File: config.mk
export PLATFORM = sky130hd
export DESIGN_NAME = division_unit
export DESIGN_NICKNAME = d
export VERILOG_FILES = /design/src/rtl/division_unit.sv
export SDC_FILE = /design/constraint.sdc
export NUM_CORES = 1
export LEC_CHECK = 0
export CORE_MARGIN = 2
export CORE_UTILIZATION = 52
export DETAILED_ROUTE_END_ITERATION = 16
export PLACE_DENSITY_LB_ADDON = 0.2
export REMOVE_ABC_BUFFERS = 1
export SLEW_MARGIN = 25
export SYNTH_ARGS = -nofsm -noshare
export SYNTH_HDL_FRONTEND = slang
export SYNTH_SLANG_ARGS = --single-unit
File: constraint.sdc
create_clock -name clock -period 4.4 [get_ports clock]
set_input_delay 0.88 -clock clock [delete_from_list [all_inputs] [get_ports clock]]
set_output_delay 0.88 -clock clock [all_outputs]
set_load 0.01 [all_outputs]
File: src/rtl/division_unit.sv
// division_unit: sequential restoring divider for div/divu.
// Produces one quotient bit per cycle and writes the remainder to HI and the
// quotient to LO once all 32 iterations have completed. A zero divisor
// finishes immediately with div_zero set and HI/LO untouched.
module division_unit #(
    parameter int WIDTH = 32
) (
    input  logic             clock,
    input  logic             reset,
    input  logic             start,
    input  logic             is_signed,
    input  logic [WIDTH-1:0] A,
    input  logic [WIDTH-1:0] B,
    output logic [WIDTH-1:0] HI,
    output logic [WIDTH-1:0] LO,
    output logic             busy,
    output logic             done,
    output logic             div_zero,
    output logic [1:0]       stateOut
);

    localparam int CNT_W = $clog2(WIDTH);

    typedef enum logic [1:0] {
        IDLE   = 2'b00,
        RUN    = 2'b01,
        DONE   = 2'b10,
        UNUSED = 2'b11
    } state_t;

    state_t             state_q, state_d;
    logic [WIDTH-1:0]   rem_q, rem_d;
    logic [WIDTH-1:0]   quo_q, quo_d;
    logic [WIDTH-1:0]   divisor_q, divisor_d;
    logic [CNT_W-1:0]   cnt_q, cnt_d;
    logic               signA_q, signA_d;
    logic               signB_q, signB_d;
    logic               zero_q, zero_d;
    logic [WIDTH-1:0]   hi_q, hi_d;
    logic [WIDTH-1:0]   lo_q, lo_d;

    logic [WIDTH-1:0]   magA;
    logic [WIDTH-1:0]   magB;
    logic [WIDTH:0]     remShift;
    logic               trialOk;
    logic [WIDTH-1:0]   trial;
    logic [WIDTH-1:0]   remNext;
    logic [WIDTH-1:0]   quoNext;

    // Operand magnitudes; in unsigned mode the raw bits are the magnitude.
    // The most negative value negates to itself, which reads as 2^31 unsigned.
    assign magA = (is_signed && A[WIDTH-1]) ? -A : A;
    assign magB = (is_signed && B[WIDTH-1]) ? -B : B;

    // One restoring step. The 33-bit shifted remainder is compared against
    // the divisor; when it fits, the difference is below the divisor and so
    // the low 32 bits of the subtraction are exact.
    assign remShift = {rem_q, quo_q[WIDTH-1]};
    assign trialOk  = (remShift >= {1'b0, divisor_q});
    assign trial    = remShift[WIDTH-1:0] - divisor_q;
    assign remNext  = trialOk ? trial : remShift[WIDTH-1:0];
    assign quoNext  = {quo_q[WIDTH-2:0], trialOk};

    // State and datapath registers with synchronous reset.
    always_ff @(posedge clock) begin
        if (reset) begin
            state_q   <= IDLE;
            rem_q     <= '0;
            quo_q     <= '0;
            divisor_q <= '0;
            cnt_q     <= '0;
            signA_q   <= 1'b0;
            signB_q   <= 1'b0;
            zero_q    <= 1'b0;
            hi_q      <= '0;
            lo_q      <= '0;
        end else begin
            state_q   <= state_d;
            rem_q     <= rem_d;
            quo_q     <= quo_d;
            divisor_q <= divisor_d;
            cnt_q     <= cnt_d;
            signA_q   <= signA_d;
            signB_q   <= signB_d;
            zero_q    <= zero_d;
            hi_q      <= hi_d;
            lo_q      <= lo_d;
        end
    end

    // Next-state and datapath control: latch operands in IDLE, iterate in
    // RUN, and always fall back to IDLE after the single DONE cycle.
    always_comb begin
        state_d   = state_q;
        rem_d     = rem_q;
        quo_d     = quo_q;
        divisor_d = divisor_q;
        cnt_d     = cnt_q;
        signA_d   = signA_q;
        signB_d   = signB_q;
        zero_d    = zero_q;
        hi_d      = hi_q;
        lo_d      = lo_q;

        case (state_q)
            IDLE: begin
                if (start) begin
                    signA_d   = is_signed & A[WIDTH-1];
                    signB_d   = is_signed & B[WIDTH-1];
                    divisor_d = magB;
                    quo_d     = magA;
                    rem_d     = '0;
                    cnt_d     = '0;
                    if (B == '0) begin
                        zero_d  = 1'b1;
                        state_d = DONE;
                    end else begin
                        zero_d  = 1'b0;
                        state_d = RUN;
                    end
                end
            end
            RUN: begin
                rem_d = remNext;
                quo_d = quoNext;
                cnt_d = cnt_q + CNT_W'(1);
                if (cnt_q == CNT_W'(WIDTH - 1)) begin
                    lo_d    = (signA_q ^ signB_q) ? -quoNext : quoNext;
                    hi_d    = signA_q ? -remNext : remNext;
                    state_d = DONE;
                end
            end
            DONE: begin
                state_d = IDLE;
            end
            default: begin
                state_d = IDLE;
            end
        endcase
    end

    assign HI       = hi_q;
    assign LO       = lo_q;
    assign busy     = (state_q == RUN) || (state_q == DONE);
    assign done     = (state_q == DONE);
    assign div_zero = (state_q == DONE) && zero_q;
    assign stateOut = (state_q == UNUSED) ? IDLE : state_q;

endmodule
# Yosys cells after proc, flatten, opt, wreduce, memory -nomap -nowiden
# Cells that the tools add are included.
# word_totals
register_bits	170
ramBits	0
latch_bits	0
rom_bits	0
n_memories	0
output_inout_bits	69
elab_cells	54
in_bits	68
# classes
n_shift	0
add_sub_neg	6
n_reduce_logical	11
eq_ne	6
div_mod_pow	0
muxes	17
n_mul	0
order_cmp	1
n_bitwise	3
# op_table
cell	count
two-way mux 32 bit	7
negator 32 bit	4
one-hot mux 32 bit (2 select lines)	2
greater-or-equal comparator 33 x 32 -> 1 bit	1
logical NOT 32 bit	1
subtractor 32 bit	1
one-hot mux 5 bit (2 select lines)	1
two-way mux 2 bit	4
AND reduction 2 bit	4
adder 5 x 1 -> 5 bit (second input constant)	1
== test 5 bit (second input constant)	1
two-way mux 5 bit	1
== test 2 bit (second input constant)	2
!= test 2 bit (second input constant)	2
one-hot mux 2 bit (2 select lines)	1
logical AND 1 bit	3
bitwise AND 1 bit	2
== test 2 x 1 -> 1 bit (second input constant)	1
logical NOT 2 bit	1
nonzero test 2 bit	1
logical OR 1 bit	1
two-way mux 1 bit	1
bitwise XOR 1 bit	1

# Logic depth before layout (Yosys ltp)
# logic_depth
ltp_word	4
mapped_depth	23

# Worst setup path before layout
# Ideal clock, no wire load.
# synth_path
kind	reg-to-reg
from	register divisor_q[26]
to	register hi_q[30], in the netlist HI[30]
t_arrival_ps	4504
setup_slack_ps	-226
stages_incl_launch_ff	21
setup_ps	122
synth_period_minus_slack_ps	4626
cell_sequence	dfxtp_1 -> inv_1 -> ha_1 -> buf_2 -> nand4_4 -> nor4_4 -> o311ai_4 -> nand3_4 -> buf_2 -> clkbuf_1 -> clkbuf_1 -> mux2i_1 -> ha_1 -> and2_1 -> nand4b_1 -> nor2_1 -> a32oi_1 -> or4_4 -> o41ai_2 -> xor2_1 -> o21ai_1
# synth_via
elab_chain_len	4
# synth_rtl
item	line	source
from (decl)	34	logic [WIDTH-1:0] divisor_q, divisor_d;
from (signal assigned)	81	divisor_q <= divisor_d;
subtractor 32 bit / greater-or-equal comparator 33 x 32 -> 1 bit (equally long branches)	60, 59	
two-way mux 32 bit *	61	assign remNext = trialOk ? trial : remShift[WIDTH-1:0];
negator 32 bit	129	hi_d = signA_q ? -remNext : remNext;
two-way mux 32 bit *	129	
to (signal assigned)	86	hi_q <= hi_d;
to (decl)	39	logic [WIDTH-1:0] hi_q, hi_d;
# Every way passes the cells marked *; elsewhere a longest branch is shown, timed or not.
# A chain may end at the register's enable or synchronous reset.

# Worst setup path in the final report
# layout_path
from	register rem_q[11]
to	register hi_q[30], in the netlist HI[30]
# layout_via
elab_chain_len	4
# layout_rtl
item	line	source
from (decl)	32	logic [WIDTH-1:0] rem_q, rem_d;
from (signal assigned)	79	rem_q <= rem_d;
subtractor 32 bit / greater-or-equal comparator 33 x 32 -> 1 bit (equally long branches)	60, 59	
two-way mux 32 bit *	61	
negator 32 bit	129	
two-way mux 32 bit *	129	
# Marks and branches as above.

==> out/metrics.yaml <==
run:
  drv_cap: 0
power:
  netSwitchingFraction: 0.359
  powerDensity_nw_per_um2: 335
  finalPower_w: 0.00470
  p_switching_w: 0.00169
  clkPwrFrac: 0.335
  p_leak_nw: 5.15
  pwr-share-seq: 0.364
  p_int_w: 0.00301
  p_comb_frac: 0.301
  peakVddDrop_uv: 224
timing:
  tightest_slew_ns: 1.02
  slew_viol_final: 0
  tns_ns: 0
  setup_violations: 0
  skew_ns: 0.0144
  relSlewSlack: 0.318
  fin_crit_ns: 4.24
  rsz0062_at_grt: "no"
  fmax_mhz: 236
  fin_crit_sh: 0.963
  hold_violations: 0
setup_path:
  start_kind: "flop"
  path_max_fanout: 7
  r2r_start: "rem_q[11]$_SDFFE_PP0P_"
  crit_cells: 16
  criticalPathCategory: "flop to flop"
  end_kind: "flop"
  crit_path_cell_trace: "ha_1 > nand2_1 > nor2_1 > and4_1 > a311oi_4 > nand3_4 > mux2i_2 > ha_1 > and2_1 > nand4b_1 > nor2_1 > a32oi_1 > or4_4 > o41ai_2 > xor2_1 > o21ai_1"
  critPathLaunch: "rem_q[11]$_SDFFE_PP0P_"
  worstPathArrival_ns: 4.56
  r2r_cells: 16
  cpPeakStageDelay_ns: 0.50
  crit_end: "HI[30]$_SDFFE_PP0P_"
  r2r_end: "HI[30]$_SDFFE_PP0P_"
  path_delay_family: "simple AND/OR/NAND/NOR gates"
  cp_slowest_cell: "or4_4"
  crit_required_ns: 4.72
  rrSetupSlack_ns: 0.16
  critPathBufInv: 0
clock_network:
  clockBufferDepth: 2
  clock_latency_ns: 0.44
  cts_buffers: 17
  hold_buffers: 0
  clock-root-buffer: "clkbuf_16"
  clkSlewWorstSetupHoldPaths_ns: 0.07
  htree_levels: 4
  clock-sinks: 170
  cts_tree: "yes"
final_layout:
  areaGrowthSynthToFinish_pct: 20.2
  multi_input_area_um2: 7740
  final_cells: 1977
  diodes: 0
  fillers: 1987
  drive_gt1_frac: 0.0748
  fin_nets: 1794
  ff_latch_area_um2: 3400
  final_cell_area_um2: 14000
route:
  firstDrtPassIters: 5
  drcViolationCount: 0
  via_count: 11800
  routed_wl_um: 34300
  wl_per_cell_um: 17.4
  routed_via_density: 5.97
  ant_nets: 0
  dr.first_iter.drc_count: 1026
grt:
  track_usage: 0.288
  grt_pass1_vias: 11000
  grt_first_pass_wirelength_um: 56300
  overflow: 0
  grt_max_degree: 76
  antenna_found_initial: 0
yosys:
  async_reset_ff_frac: 0
  synth_area_leaders: "dfxtp_1 29%, nand2_1 7.5%, a21oi_1 6.3%"
  yosys.area.top_type_share: 0.292
  ys_ff_latch: 170
  yosys_warnings: 0
  synth.distinct_cells: 85
  synthCells: 1582
  yosys.area.top_type: "dfxtp_1"
  seq_area_frac_synth: 0.292
  synth_area_um2: 11700
  ys.flop_type: "dfxtp_1"
  synth_enable_flop_cells: 0
  syn-mean-instance-area_um2: 7.38
place:
  dpl_cell_area_um2: 13400
  placed_cells: 1942
  place.gp.congestion: 0.957
  io_buffers: 136
  dp_hpwl_um: 25100
outcome:
  outcome: "completed"
die:
  coreArea_um2: 22000
  die_w_um: 154
  initial_core_util: 0.532
  die_area_um2: 23700
  die_height_um: 154
  rows: 54
  ioPinCount: 137
min_path:
  hold_path_class: "flop to flop"
## how the worst min path moves through the flow
| stage | start | end | cells past startpoint |
|---|---|---|---|
| global placement | HI[22]$_SDFFE_PP0P_ | HI[22]$_SDFFE_PP0P_ | 2 |
| floorplan | divisor_q[27]$_SDFFE_PP0P_ | divisor_q[27]$_SDFFE_PP0P_ | 2 |
| finish | HI[19]$_SDFFE_PP0P_ | HI[19]$_SDFFE_PP0P_ | 2 |
| global route | HI[3]$_SDFFE_PP0P_ | HI[3]$_SDFFE_PP0P_ | 2 |
| detailed placement | HI[19]$_SDFFE_PP0P_ | HI[19]$_SDFFE_PP0P_ | 2 |
| CTS | HI[19]$_SDFFE_PP0P_ | HI[19]$_SDFFE_PP0P_ | 2 |
## tightest hold or removal path: stages (launching register included)
cell	delay, ns
dfxtp_1	0.31
nand2_1	0.05
a21oi_1	0.05
## state kept, by name, indices dropped and copies added (netlist names)
signal / flops
HI: 32
LO: 32
divisor_q: 32
quo_q: 32
rem_q: 32
cnt_q: 5
state_q: 2
signA_q: 1
signB_q: 1
zero_q: 1
## placed cells by master, fill, tap and decap left out, types with 14 or more instances in the layout
| cell type | synthesis | routed |
|---|---|---|
| nor4_1 | 17 | 17 |
| buf_4 | 2 | 47 |
| ha_1 | 41 | 39 |
| a211oi_1 | 65 | 65 |
| nand3_1 | 14 | 14 |
| clkdlybuf4s50_1 | 0 | 135 |
| a22oi_1 | 26 | 26 |
| a311oi_1 | 14 | 14 |
| nand2_1 | 233 | 232 |
| xnor2_1 | 60 | 60 |
| xor2_1 | 58 | 58 |
| clkbuf_16 | 0 | 17 |
| or3_1 | 23 | 23 |
| nor3_1 | 35 | 33 |
| nor2_1 | 187 | 187 |
| dfxtp_1 | 170 | 170 |
| o31ai_1 | 20 | 20 |
| mux2i_1 | 16 | 15 |
| a21oi_1 | 148 | 148 |
| o21ai_0 | 94 | 94 |
| inv_1 | 53 | 53 |
| nand2b_1 | 15 | 15 |
## power groups by stage
stage	Clock [W]	Sequential, W	Combinational (W)
2_1_floorplan	0	0.00173	0.000901
3_3_place_gp	0	0.00174	0.00136
3_5_place_dp	0	0.00175	0.00137
4_1_cts	0.00158	0.00171	0.00138
5_1_grt	0.00166	0.00173	0.00156
6_report	0.00158	0.00171	0.00141
## cell usage after synthesis, drive strengths merged (5+ instances only)
| cell type | count |
|---|---|
| nor2 | 187 |
| a211o | 5 |
| a31oi | 9 |
| or3 | 23 |
| a311oi | 15 |
| nor2b | 6 |
| a21o | 5 |
| nand3 | 15 |
| a21oi | 152 |
| o21ai | 104 |
| nor4 | 20 |
| a22oi | 26 |
| buf | 31 |
| nand2 | 233 |
| and2 | 17 |
| clkbuf | 70 |
| nand2b | 15 |
| nor3 | 35 |
| and3 | 6 |
| inv | 54 |
| xor2 | 58 |
| dfxtp | 170 |
| xnor2 | 60 |
| o31ai | 21 |
| nand4 | 14 |
| o41ai | 16 |
| ha | 41 |
| or4 | 12 |
| mux2i | 17 |
| a211oi | 65 |
| or2 | 5 |
## routing by layer
metal  vias up  routed length, µm  global-route usage
li1       5882                  -                   -
met1      5494              15800               0.391
met2       380              16300               0.485
met3        43               1750              0.0369
met4         0                503              0.0788
met5         -                  0                   0
## area by class of cell
class,count,share of cell area
clock buffers,19,0.0309
clock inverters,13,0.0111
inverters,54,0.0146
multi-input cells,1257,0.552
flip-flops and latches,170,0.243
well taps,280,0.0250
repair buffers,184,0.124
## stage by stage
stage	utilization	worst slack (ns)	hold WS [ns]
floorplan	-	0.0531	0.426
global placement	0.608	0.327	0.437
detailed placement	0.608	0.180	0.442
CTS	0.635	0.176	0.452
global route	0.639	0.0117	0.471
finish	0.639	0.164	0.449
## repair_timing
item                                    4_1_cts  5_1_grt
endpoints found under the setup margin        0        6
resized for setup                             0       10
buffers inserted                              0        3
hold endpoints to repair                      0        0
## cell families (layout without fill, tap and decap cells)
family          after synthesis  in the layout  share of synthesized area
compound gates              463            463                      0.257
xor+xnor                    118            118                     0.0885
mux                          20             20                     0.0178
fa+ha+maj                    42             42                     0.0457
buf+inv                     155            270                     0.0526
simple gates                614            614                      0.247
flops                       170            170                      0.292
No activity file was read; power rests on OpenSTA's default activity.
